## config.mk

```make
export PLATFORM = sky130hd
export DESIGN_NAME = vga_sync_gen_flat
export DESIGN_NICKNAME = d
export VERILOG_FILES = /design/src/rtl/vga_timing_pkg.sv /design/src/rtl/vga_sync_gen_if.sv /design/src/rtl/pixel_tick_gen.sv /design/src/rtl/vga_sync_gen.sv /design/src/flat_wrapper.sv
export SDC_FILE = /design/constraint.sdc
export NUM_CORES = 1
export LEC_CHECK = 0
export ABC_AREA = 0
export CAP_MARGIN = 25
export CORE_AREA = 5 5 93 78
export CTS_BUF_LIST = sky130_fd_sc_hd__clkbuf_4 sky130_fd_sc_hd__clkbuf_8
export DETAILED_ROUTE_END_ITERATION = 7
export DIE_AREA = 0 0 98 83
export PLACE_DENSITY = 0.57
export SYNTH_ARGS = -nofsm -noshare
export SYNTH_HDL_FRONTEND = slang
export SYNTH_HIERARCHICAL = 1
export SYNTH_SLANG_ARGS = --single-unit
```

## constraint.sdc

```tcl
create_clock -name clk -period 3.3 [get_ports clk]
set_input_delay 0.66 -clock clk [delete_from_list [all_inputs] [get_ports clk]]
set_output_delay 0.66 -clock clk [all_outputs]
set_load 0.02 [all_outputs]
```

## src/rtl/vga_timing_pkg.sv

```systemverilog
// Shared VGA timing constants (640x480 @ 60 Hz defaults) and count helpers.
// Reused by the sync generator and by the text/overlay renderers.
package vga_timing_pkg;

  localparam int COUNT_W = 10;
  typedef logic [COUNT_W-1:0] count_t;

  localparam int H_DISPLAY_DEF = 640;
  localparam int H_FRONT_DEF   = 16;
  localparam int H_SYNC_DEF    = 96;
  localparam int H_BACK_DEF    = 48;
  localparam int V_DISPLAY_DEF = 480;
  localparam int V_FRONT_DEF   = 10;
  localparam int V_SYNC_DEF    = 2;
  localparam int V_BACK_DEF    = 33;
  localparam int CLK_DIV_DEF   = 4;

  localparam int H_TOTAL_DEF = H_DISPLAY_DEF + H_FRONT_DEF + H_SYNC_DEF + H_BACK_DEF;
  localparam int V_TOTAL_DEF = V_DISPLAY_DEF + V_FRONT_DEF + V_SYNC_DEF + V_BACK_DEF;

  // Subtraction form avoids overflow of start+len near the top of the count range.
  function automatic logic in_window(count_t c, count_t start, count_t len);
    return (c >= start) && ((c - start) < len);
  endfunction

endpackage

```

## src/rtl/vga_sync_gen_if.sv

```systemverilog
// Video timing bundle driven by vga_sync_gen and consumed by renderers.
interface vga_sync_gen_if;
  import vga_timing_pkg::*;

  logic   hsync;
  logic   vsync;
  logic   video_on;
  logic   p_tick;
  count_t x;
  count_t y;
  logic   frame_start;

  modport master (
    output hsync, vsync, video_on, p_tick, x, y, frame_start
  );

  modport slave (
    input hsync, vsync, video_on, p_tick, x, y, frame_start
  );

endinterface

```

## src/rtl/pixel_tick_gen.sv

```systemverilog
// Clock divider: one-cycle pixel enable every CLK_DIV clocks.
module pixel_tick_gen
  import vga_timing_pkg::*;
#(
  parameter int CLK_DIV = CLK_DIV_DEF
) (
  input  logic clk,
  input  logic reset,
  output logic p_tick
);

  localparam int DIV_W = (CLK_DIV > 1) ? $clog2(CLK_DIV) : 1;
  localparam logic [DIV_W-1:0] DIV_LAST = DIV_W'(CLK_DIV - 1);

  logic [DIV_W-1:0] div_reg;

  always_ff @(posedge clk or posedge reset) begin
    if (reset) begin
      div_reg <= '0;
    end else if (div_reg == DIV_LAST) begin
      div_reg <= '0;
    end else begin
      div_reg <= div_reg + 1'b1;
    end
  end

  // Gated by reset so a divide-by-one build still shows no tick while held.
  assign p_tick = !reset && (div_reg == DIV_LAST);

endmodule

```

## src/rtl/vga_sync_gen.sv

```systemverilog
// VGA horizontal/vertical counters with registered, zero-skew sync outputs.
module vga_sync_gen
  import vga_timing_pkg::*;
#(
  parameter int H_DISPLAY = H_DISPLAY_DEF,
  parameter int H_FRONT   = H_FRONT_DEF,
  parameter int H_SYNC    = H_SYNC_DEF,
  parameter int H_BACK    = H_BACK_DEF,
  parameter int V_DISPLAY = V_DISPLAY_DEF,
  parameter int V_FRONT   = V_FRONT_DEF,
  parameter int V_SYNC    = V_SYNC_DEF,
  parameter int V_BACK    = V_BACK_DEF,
  parameter int CLK_DIV   = CLK_DIV_DEF
) (
  input  logic           clk,
  input  logic           reset,
  vga_sync_gen_if.master vga
);

  localparam count_t H_LAST       = count_t'(H_DISPLAY + H_FRONT + H_SYNC + H_BACK - 1);
  localparam count_t V_LAST       = count_t'(V_DISPLAY + V_FRONT + V_SYNC + V_BACK - 1);
  localparam count_t H_VISIBLE    = count_t'(H_DISPLAY);
  localparam count_t V_VISIBLE    = count_t'(V_DISPLAY);
  localparam count_t H_SYNC_START = count_t'(H_DISPLAY + H_FRONT);
  localparam count_t V_SYNC_START = count_t'(V_DISPLAY + V_FRONT);
  localparam count_t H_SYNC_LEN   = count_t'(H_SYNC);
  localparam count_t V_SYNC_LEN   = count_t'(V_SYNC);

  logic   p_tick;
  count_t h_count_reg, h_count_next;
  count_t v_count_reg, v_count_next;
  logic   hsync_reg;
  logic   vsync_reg;
  logic   frame_start_reg;

  pixel_tick_gen #(
    .CLK_DIV (CLK_DIV)
  ) u_pixel_tick_gen (
    .clk    (clk),
    .reset  (reset),
    .p_tick (p_tick)
  );

  always_comb begin
    h_count_next = h_count_reg;
    v_count_next = v_count_reg;
    if (p_tick) begin
      if (h_count_reg == H_LAST) begin
        h_count_next = '0;
        v_count_next = (v_count_reg == V_LAST) ? '0 : v_count_reg + 1'b1;
      end else begin
        h_count_next = h_count_reg + 1'b1;
      end
    end
  end

  // Syncs decode the next counts so they switch on the same edge as x/y.
  always_ff @(posedge clk or posedge reset) begin
    if (reset) begin
      h_count_reg     <= '0;
      v_count_reg     <= '0;
      hsync_reg       <= 1'b1;
      vsync_reg       <= 1'b1;
      frame_start_reg <= 1'b0;
    end else begin
      h_count_reg     <= h_count_next;
      v_count_reg     <= v_count_next;
      hsync_reg       <= !in_window(h_count_next, H_SYNC_START, H_SYNC_LEN);
      vsync_reg       <= !in_window(v_count_next, V_SYNC_START, V_SYNC_LEN);
      frame_start_reg <= p_tick && (h_count_next == '0) && (v_count_next == '0);
    end
  end

  assign vga.hsync       = hsync_reg;
  assign vga.vsync       = vsync_reg;
  assign vga.p_tick      = p_tick;
  assign vga.x           = h_count_reg;
  assign vga.y           = v_count_reg;
  assign vga.frame_start = frame_start_reg;
  assign vga.video_on    = (h_count_reg < H_VISIBLE) && (v_count_reg < V_VISIBLE);

endmodule

```

## src/flat_wrapper.sv

```systemverilog
// flat-port wrapper written by rule: the top's interface ports become plain ports
module vga_sync_gen_flat import vga_timing_pkg::*;
#(
  parameter int H_DISPLAY = H_DISPLAY_DEF,
  parameter int H_FRONT   = H_FRONT_DEF,
  parameter int H_SYNC    = H_SYNC_DEF,
  parameter int H_BACK    = H_BACK_DEF,
  parameter int V_DISPLAY = V_DISPLAY_DEF,
  parameter int V_FRONT   = V_FRONT_DEF,
  parameter int V_SYNC    = V_SYNC_DEF,
  parameter int V_BACK    = V_BACK_DEF,
  parameter int CLK_DIV   = CLK_DIV_DEF
)
  (clk, reset, vga_hsync, vga_vsync, vga_video_on, vga_p_tick, vga_x, vga_y, vga_frame_start);
  vga_sync_gen_if vga_i ();
  input  logic clk;
  input  logic reset;
  output wire logic [$bits(vga_i.hsync)-1:0] vga_hsync;
  output wire logic [$bits(vga_i.vsync)-1:0] vga_vsync;
  output wire logic [$bits(vga_i.video_on)-1:0] vga_video_on;
  output wire logic [$bits(vga_i.p_tick)-1:0] vga_p_tick;
  output wire logic [$bits(vga_i.x)-1:0] vga_x;
  output wire logic [$bits(vga_i.y)-1:0] vga_y;
  output wire logic [$bits(vga_i.frame_start)-1:0] vga_frame_start;
  assign vga_hsync = vga_i.hsync;
  assign vga_vsync = vga_i.vsync;
  assign vga_video_on = vga_i.video_on;
  assign vga_p_tick = vga_i.p_tick;
  assign vga_x = vga_i.x;
  assign vga_y = vga_i.y;
  assign vga_frame_start = vga_i.frame_start;
  vga_sync_gen #(.H_DISPLAY(H_DISPLAY), .H_FRONT(H_FRONT), .H_SYNC(H_SYNC), .H_BACK(H_BACK), .V_DISPLAY(V_DISPLAY), .V_FRONT(V_FRONT), .V_SYNC(V_SYNC), .V_BACK(V_BACK), .CLK_DIV(CLK_DIV)) u_core (.clk(clk), .reset(reset), .vga(vga_i));
endmodule
```

==> results of run 1 <==
## per-stage QoR
stage                     total power, mW  setup slack (ps)  TNS [ps]
final                               0.735               237         0
after floorplan                     0.461               449         0
after global routing                0.779              3.88         0
after global placement              0.545              5.88         0
after detailed placement            0.542             -25.7     -25.7
after CTS                           0.741               210         0
## placed cells by master (no fill, tap or decap), drive strengths merged, types with 3 or more instances in the layout
master and n:
and3 5, dfrtp 23, nand2 15, clkbuf 4, clkdlybuf4s50 26, inv 16
nand3 10, and4 5, ha 8, or4b 3, a21oi 7, nor3 6
xor2 5, o21ai 14, a31oi 7, buf 14, nand4 10, nand2b 3
or3 3, nor2 8
## kinds of logic (layout without fill, tap and decap cells)
family / after synthesis / in the layout / share of synthesized area, %
compound gates: 47 / 47 / 17.7
xor+xnor: 7 / 7 / 3.42
fa+ha+maj: 8 / 8 / 5.58
buf+inv: 24 / 60 / 6.63
flops: 25 / 25 / 35.0
mux: 2 / 2 / 1.19
simple gates: 83 / 83 / 30.5
## synth_stat cells, types with 2 or more instances
cell type,n,area [um2]
or4b_1,3,30.0
nor2_1,8,30.0
xor2_1,5,43.8
nand3_1,9,45.0
and3b_1,2,17.5
nand2b_1,3,18.8
o22ai_1,2,12.5
nor3b_2,2,25.0
o21ai_0,12,60.1
buf_6,3,33.8
nand2_1,15,56.3
a31oi_1,7,43.8
xnor2_1,2,17.5
dfrtp_1,23,576
dfstp_2,2,52.6
buf_2,5,25.0
ha_1,8,100
inv_1,16,60.1
and2_1,2,12.5
nor3_1,5,25.0
nand3b_1,2,15.0
o21a_1,2,15.0
a21oi_1,7,35.0
and3_1,5,31.3
and4_1,5,43.8
or3_1,3,18.8
nand4_1,9,56.3
## cell type report
class	instances	area, um2	area share, %
sequential	25	628	27.9
tap	84	105	4.66
inverter	16	60.1	2.66
clock buffer	4	48.8	2.16
timing repair buffer	40	365	16.2
multi-input combinational	147	1050	46.4
## routing by layer
layer  up-vias  part of all wire [%]  wire length (um)
li1        802                     -                 -
met1       786                    49              2330
met2        60                    44              2120
met3         2                   6.6               316
met4         0                  0.46                22
met5         -                     0                 0
## worst min-delay path by stage
stage / start / to / cells after the start
detailed placement: u_core/u_pixel_tick_gen/div_reg[0] / u_core/u_pixel_tick_gen/div_reg[0] / 1
global route: u_core/u_pixel_tick_gen/div_reg[0] / u_core/u_pixel_tick_gen/div_reg[0] / 1
finish: u_core/u_pixel_tick_gen/div_reg[0] / u_core/u_pixel_tick_gen/div_reg[0] / 1
global placement: u_core/u_pixel_tick_gen/div_reg[0] / u_core/u_pixel_tick_gen/div_reg[0] / 1
floorplan: reset / u_core/u_pixel_tick_gen/div_reg[0] / 1
CTS: u_core/u_pixel_tick_gen/div_reg[0] / u_core/u_pixel_tick_gen/div_reg[0] / 1
## power by group through the flow
stage	clock (mW)	combinational (mW)	sequential (mW)
2_1_floorplan	0	0.0623	0.398
3_3_place_gp	0	0.167	0.378
3_5_place_dp	0	0.167	0.376
4_1_cts	0.202	0.168	0.371
5_1_grt	0.218	0.184	0.376
6_report	0.197	0.166	0.372
## what timing repair did
item | in CTS | in global routing
endpoints found under the setup margin | 0 | 2
endpoints found under the hold margin | 0 | 0
resized for setup | 0 | 1
buffers inserted | 0 | 0
==> run_results.csv, run 1 <==
group,metric,value,unit
power_and_ir_drop,sw_frac_of_total,31.6,%
sta,clock_skew,2.79,ps
drt,vias,1650,
drt,routedWlPerCell,15.1,um
cts,numClockSinks,25,
power_and_ir_drop,p_int,0.502,mW
critical_path,critPathLaunchType,"primary input",
yosys,yosys_warnings,6,
grt,grt_use_total,12.0,%
floorplan,die_area,0.00813,mm2
sta,worst_pin_slew,946,ps
grt,gr-total-overflow,0,
power_and_ir_drop,ir_worst_vdd,0.000203,V
final_layout,antenna_cells,0,
grt,grt_pass1_wl,8.10,mm
yosys,syn_nets,206,
floorplan,core_area,0.00621,mm2
cts,cts.hold.buffers_added,0,
critical_path,ff2ff_setup_slack,300,ps
power_and_ir_drop,p_seq_share,50.6,%
sta,rsz0062_at_grt,"no",
sta,post-route-min-period,3060,ps
sta,max-slew-margin-rel,36.9,%
final_layout,fin_util,36.3,%
yosys,ys_seq_area_share,35.0,%
grt,grt_start_max_net_pins,24,
critical_path,cpPeakStageDelay,530,ps
placed_design,numPortBuffers,26,
cts,htreeDepth,1,
cts,clk_pin_slew,90,ps
run_status,outcome,"finished clean",
sta,period_share,92.8,%
critical_path,cp.required,3480,ps
final_layout,synthToLayoutAreaGrowth,25.8,%
critical_path,crit_fanout,8,
grt,use_met2,18.9,%
critical_path,crit_start,"reset",
final_layout,nets,243,
placed_design,gp_congestion,0.798,
grt,grt_util_met1,17.0,%
placed_design,dp_hpwl,3.64,mm
grt,antenna_found_initial,0,
cts,cts.path.max_buffers,2,
critical_path,r2r_end,"u_core/vga.frame_start",
cts,cts_tree,"built",
critical_path,worstPathCellList,"clkdlybuf4s50_1 > nor2b_4 > buf_4 > nand4_1 > xnor2_1 > inv_1 > ha_1 > nand3_1 > or4_1 > or4b_1 > nor4_2",
yosys,syn_avg_cell_area,9.15,um2
final_layout,layout.cells.non_filler,316,
cts,cts_root_buffer,"clkbuf_8",
cts,insertion_delay,270,ps
flow_run,cap_violations,0,
floorplan,initial_core_util,28.9,%
critical_path,cp.depth,11,
drt,ant_nets,0,
drt,drt-pass1-iter-count,4,
critical_path,cpMaxStageDelayCell,"or4b_1",
floorplan,die-width,98,um
grt,met3_usage,2.68,%
drt,via_per_inst,5.22,
critical_path,worst-path-buf-inv,3,
drt,drt-initial-drc-count,70,
yosys,postSynthCellCount,196,
sta,hold-worst-slack,440,ps
sta,hold_viol_final,0,
critical_path,critPathKind,"primary input to register",
power_and_ir_drop,switching_power,0.232,mW
yosys,ys_ff_latch,25,
power_and_ir_drop,p_clk_share,26.8,%
cts,cts_buffers,3,
final_layout,nFillCells,641,
drt,routed_wl,4.78,mm
sta,setup_violations,0,
placed_design,placed_cell_area,0.00220,mm2
sta,final_max_slew_viol_count,0,
power_and_ir_drop,power.density,326,mW/mm2
final_layout,drive_gt1_share,14.2,%
critical_path,crit_end,"u_core/vga.frame_start",
critical_path,arrival,3240,ps
placed_design,dpl.cell_count,312,
grt,grt_busiest_layer,"met2",
sta,max_freq,326,MHz
critical_path,r2r_start,"u_core/vga.x[0]",
power_and_ir_drop,pwr-share-comb,22.6,%
final_layout,fin_area,0.00225,mm2
floorplan,die_y,83,um
critical_path,crit_family,"simple AND/OR/NAND/NOR gates",
critical_path,crit_path_end_kind,"register",
yosys,yosysUniqueCellTypes,56,
power_and_ir_drop,p_leak,0.996,nW
floorplan,io_pins,27,
yosys,synthArstFlopShare,100,%
grt,grt_pass1_vias,1603,
yosys,synth_area,0.00179,mm2
floorplan,rows,26,
critical_path,r2r_cells,8,
hold_path,hold_path.class,"register to register",
drt,detail_route.drc_violations,0,
yosys,synth_edf_count,0,
yosys,ys.flop_type,"dfrtp_1",
(Power assumes the default switching activity.)
==> inputs of run 2 (changes only) <==
Settings changed: CORE_AREA 5 5 93 78 to 2 2 90 75, DIE_AREA 0 0 98 83 to 0 0 92 77.
==> run 2 against run 1 <==
Effect of this change: critical path depth is 1 lower; cell count up 2.8%; flip-flop and latch count stayed put; wire length is 0.56% higher; via count up 1.1%; die area decreased by 13%; power is essentially flat; sequential power about the same; worst hold slack gained 8.7 ps; largest cell class unchanged; highest routed layer unchanged.
==> run_results.csv, run 2 (synthesis results as in run 1) <==
group,metric,value,unit
sta,rsz0062_at_grt,"no",
sta,hold_viol_final,0,
critical_path,arrival,3280,ps
final_layout,multi_input_area,0.00105,mm2
drt,highest_layer,"met4",
drt,drt-initial-drc-count,93,
drt,wl_met3,246,um
sta,max_freq,326,MHz
sta,max-slew-margin-rel,72.3,%
power_and_ir_drop,sw_frac_of_total,32.7,%
critical_path,crit_fanout,10,
power_and_ir_drop,p_leak,1.04,nW
sta,clock_skew,5.40,ps
run_status,outcome,"finished clean",
critical_path,worstPathCellList,"ha_1 > and4_1 > and4_1 > nand2_1 > o21a_1 > ha_1 > o21ai_0 > and4b_1 > a221oi_1 > a2111o_1",
cts,postCtsSetupRepairBufs,0,
drt,wl_met1,2.30,mm
power_and_ir_drop,ir_worst_vdd,0.000255,V
hold_path,hold_depth,1,
floorplan,rows,26,
power_and_ir_drop,power.density,316,mW/mm2
final_layout,nFillCells,645,
floorplan,io_pins,27,
floorplan,initial_core_util,29.0,%
sta,worst_pin_slew,415,ps
cts,insertion_delay,270,ps
final_layout,seq_area,628,um2
cts,clk_pin_slew,90,ps
grt,grt_pass1_wl,8.26,mm
floorplan,die-width,92,um
power_and_ir_drop,pwr-share-comb,23.0,%
drt,routed_wl,4.81,mm
critical_path,crit_start,"u_core/vga.x[0]",
placed_design,placed_cell_area,0.00227,mm2
sta,setup_violations,0,
drt,vias,1668,
critical_path,r2r_cells,10,
final_layout,layout_commonest_cell,"clkdlybuf4s50_1",
sta,period_share,93.1,%
sta,final_max_slew_viol_count,0,
power_and_ir_drop,switching_power,0.240,mW
floorplan,core_area,0.00618,mm2
drt,drt-pass1-iter-count,4,
final_layout,fin_area,0.00232,mm2
floorplan,die_area,0.00708,mm2
cts,numClockSinks,25,
power_and_ir_drop,p_clk_share,26.2,%
grt,gr-total-overflow,0,
critical_path,r2r_start,"u_core/vga.x[0]",
placed_design,dp_hpwl,3.67,mm
hold_path,min-delay-start,"u_core/u_pixel_tick_gen/div_reg[0]",
final_layout,final_cell_mix,"26 x clkdlybuf4s50_1, 23 x buf_4, 23 x dfrtp_1",
cts,cts.path.max_buffers,2,
final_layout,synthToLayoutAreaGrowth,29.4,%
final_layout,fin_util,37.6,%
drt,routedWlPerCell,14.8,um
placed_design,gp_congestion,0.796,
final_layout,nets,252,
grt,grt_use_total,14.5,%
critical_path,cpPeakStageDelay,480,ps
power_and_ir_drop,p_int,0.494,mW
drt,dr_wl_met2,2.23,mm
flow_run,cap_violations,0,
cts,cts_resized,0,
power_and_ir_drop,p_seq_share,50.8,%
cts,htreeDepth,1,
critical_path,cpMaxStageDelayCell,"and4_1",
drt,detail_route.drc_violations,0,
final_layout,antenna_cells,0,
cts,cts_tree,"built",
cts,cts.hold.buffers_added,0,
cts,cts_buffers,3,
critical_path,r2r_end,"u_core/vga.vsync",
hold_path,hold_path.class,"register to register",
grt,antenna_found_initial,0,
hold_path,hold_end,"u_core/u_pixel_tick_gen/div_reg[0]",
drt,ant_nets,0,
critical_path,ff2ff_setup_slack,230,ps
grt,grt_pass1_vias,1665,
drt,via_per_inst,5.13,
critical_path,crit_path_end_kind,"register",
placed_design,numPortBuffers,26,
cts,cts_root_buffer,"clkbuf_8",
sta,post-route-min-period,3070,ps
grt,grt_start_max_net_pins,24,
final_layout,drive_gt1_share,17.0,%
critical_path,critPathLaunchType,"register",
critical_path,cp.required,3500,ps
critical_path,critPathKind,"register to register",
floorplan,die_y,77,um
[run 2: how the worst max path moves through the flow]
stage                       endpoint  cells past startpoint  slack [ps]
finish              u_core/vga.vsync                     10         230
global route        u_core/vga.vsync                     10          50
CTS                 u_core/vga.vsync                     10         230
detailed placement  u_core/vga.vsync                     11          -7
global placement    u_core/vga.vsync                     11          60
floorplan           u_core/vga.vsync                     12         450
[run 2: through the flow]
step                      setup WS [ps]  std cells  TNS, ps  total power [mW]  hold slack, ps
after CTS                           232        325        0             0.750             447
after global placement             62.6        321        0             0.547             413
after global routing               46.4        325        0             0.784             472
after detailed placement          -7.06        321    -7.06             0.546             432
after floorplan                     449        196        0             0.461             401
final                               228        325        0             0.734             449
[run 2: metal layers]
metal	global-route usage [%]	up-vias
li1	-	824
met1	19.9	799
met2	24.3	41
met3	3.05	4
met4	1.64	0
met5	0	-
[run 2: worst max-delay path, delay by kind of cell (launching register included)]
kind | cells | cell delay (ps)
AO/OA/AOI/OAI | 4 | 890
adder cells (fa/ha/maj) | 2 | 480
AND/OR/NAND/NOR | 4 | 1180
flip-flops | 1 | 450
[run 2: final cells by class]
type,instances,area share [%]
flip-flops and latches,25,27.1
inverters,16,2.59
well taps,84,4.53
clock inverters,1,0.323
clock buffers,3,1.78
multi-input cells,147,45.1
repair buffers,49,18.7
[run 2: power by group through the flow]
stage	Sequential [mW]	Combinational [mW]	Clock, mW
floorplan	0.398	0.0623	0
global placement	0.379	0.168	0
detailed placement	0.378	0.169	0
CTS	0.373	0.170	0.207
global route	0.379	0.186	0.220
finish	0.373	0.169	0.192
==> inputs of run 3 (changes only) <==
Settings changed: PLACE_DENSITY 0.57 to 0.55, SLEW_MARGIN set to 0.
==> run 3 against run 2 <==
Effect of this change: clock skew up 3.7 ps; non-clock buffer count fell by 1; core utilization grew 0.20 points; via count up 1.6%; sequential share of layout area down 0.15 points; power is 1.0% higher; wire length is 0.79% higher; flip-flop and latch count unchanged; global-route usage down 0.19 points; clock power up 3%; critical path depth is 1 lower; clock-buffer cell count increased by 1; critical endpoint is now u_core/vga.frame_start; largest power group unchanged.
==> run_results.csv, run 3 (synthesis results as in run 1) <==
group,metric,value,unit
sta,max-slew-margin-rel,69.7,%
critical_path,crit_fanout,5,
cts,numClockSinks,25,
flow_run,cap_violations,0,
critical_path,arrival,3190,ps
drt,ant_nets,0,
floorplan,rows,26,
floorplan,io_pins,27,
power_and_ir_drop,power,0.742,mW
placed_design,gp_congestion,0.865,
sta,final_max_slew_viol_count,0,
grt,grt_pass1_vias,1673,
placed_design,dp_slack,-28.5,ps
drt,vias,1695,
cts,cts_tree,"built",
final_layout,nFillCells,642,
floorplan,die_y,77,um
cts,cts_buffers,3,
critical_path,cp.required,3480,ps
drt,routed_wl,4.84,mm
critical_path,r2r_start,"u_core/vga.x[1]",
drt,via_per_inst,5.23,
hold_path,min-delay-start,"u_core/u_pixel_tick_gen/div_reg[0]",
final_layout,antenna_cells,0,
critical_path,critPathKind,"primary input to register",
drt,routedWlPerCell,15.0,um
sta,timing.final.ws_setup,284,ps
sta,setup_tns,0,ps
sta,clock_skew,9.14,ps
final_layout,drive_gt1_share,16.7,%
sta,rsz0062_at_grt,"no",
hold_path,hold_depth,1,
sta,period_share,91.4,%
final_layout,layout.cells.non_filler,324,
power_and_ir_drop,ir_worst_vdd,0.000220,V
run_status,outcome,"finished clean",
grt,grt_start_max_net_pins,24,
sta,max_freq,332,MHz
drt,drt-initial-drc-count,72,
critical_path,ff2ff_setup_slack,430,ps
placed_design,dpl.cell_count,319,
final_layout,fin_area,0.00233,mm2
grt,gr-total-overflow,0,
power_and_ir_drop,power.density,318,mW/mm2
cts,cts_resized,0,
hold_path,hold_path.class,"register to register",
sta,hold-worst-slack,436,ps
drt,detail_route.drc_violations,0,
cts,clk_pin_slew,100,ps
grt,antenna_found_initial,0,
critical_path,r2r_end,"u_core/vga.vsync",
drt,drt-pass1-iter-count,4,
sta,setup_violations,0,
sta,worst_pin_slew,454,ps
cts,htreeDepth,1,
placed_design,numPortBuffers,26,
floorplan,core_area,0.00618,mm2
cts,cts_root_buffer,"clkbuf_8",
final_layout,synthToLayoutAreaGrowth,30.1,%
critical_path,r2r_cells,12,
placed_design,dp_hpwl,3.56,mm
critical_path,critPathLaunchType,"primary input",
final_layout,fin_util,37.8,%
critical_path,crit_start,"reset",
placed_design,placed_cell_area,0.00226,mm2
power_and_ir_drop,p_leak,1.04,nW
cts,insertion_delay,270,ps
sta,post-route-min-period,3020,ps
floorplan,die_area,0.00708,mm2
floorplan,die-width,92,um
final_layout,layout_commonest_cell,"clkdlybuf4s50_1",
floorplan,initial_core_util,29.0,%
cts,cts.path.max_buffers,2,
critical_path,crit_path_end_kind,"register",
final_layout,final_cell_mix,"26 x clkdlybuf4s50_1, 23 x dfrtp_1, 21 x buf_4",
hold_path,hold_end,"u_core/u_pixel_tick_gen/div_reg[0]",
grt,grt_pass1_wl,8.30,mm
final_layout,nets,251,
cts,postCtsSetupRepairBufs,0,
sta,hold_viol_final,0,
grt,grt_use_total,14.3,%
cts,cts.hold.buffers_added,0,
run 3: worst max-delay path by stage:
stage	endpoint	slack [ps]	depth (start not counted)
floorplan	u_core/vga.vsync	450	12
global placement	u_core/vga.frame_start	-3	9
detailed placement	u_core/vga.frame_start	-30	9
CTS	u_core/vga.frame_start	250	9
global route	u_core/vga.vsync	110	12
finish	u_core/vga.frame_start	280	9
run 3: area by class of cell:
class | count | area, um2 | share of cell area [%]
repair buffers | 48 | 445 | 19.1
inverters | 16 | 60.1 | 2.57
multi-input cells | 147 | 1050 | 44.8
well taps | 84 | 105 | 4.50
flip-flops and latches | 25 | 628 | 26.9
clock buffers | 4 | 48.8 | 2.09
run 3: critical path, stage by stage:
cell	delay, ps
clkdlybuf4s50_1	470
nor2b_4	180
nand4_1	170
nor2_1	220
xnor2_1	170
inv_1	80
or4_1	510
or4b_1	500
nor4_2	230
run 3: power by group:
group / internal (mW) / total (mW) / switching, mW / leakage (nW)
Clock: 0.0947 / 0.197 / 0.102 / 0.0262
Combinational: 0.0809 / 0.173 / 0.0922 / 0.696
Sequential: 0.330 / 0.372 / 0.0414 / 0.320
Total: 0.506 / 0.742 / 0.236 / 1.04
run 3: metal layers:
layer | vias to the layer above | track usage (%) | part of all wire (%)
met4 | 0 | 2.84 | 0.66
met2 | 50 | 22.5 | 45
met5 | - | 0 | 0
met1 | 819 | 20.6 | 50
met3 | 4 | 2.65 | 3.9
li1 | 822 | - | -
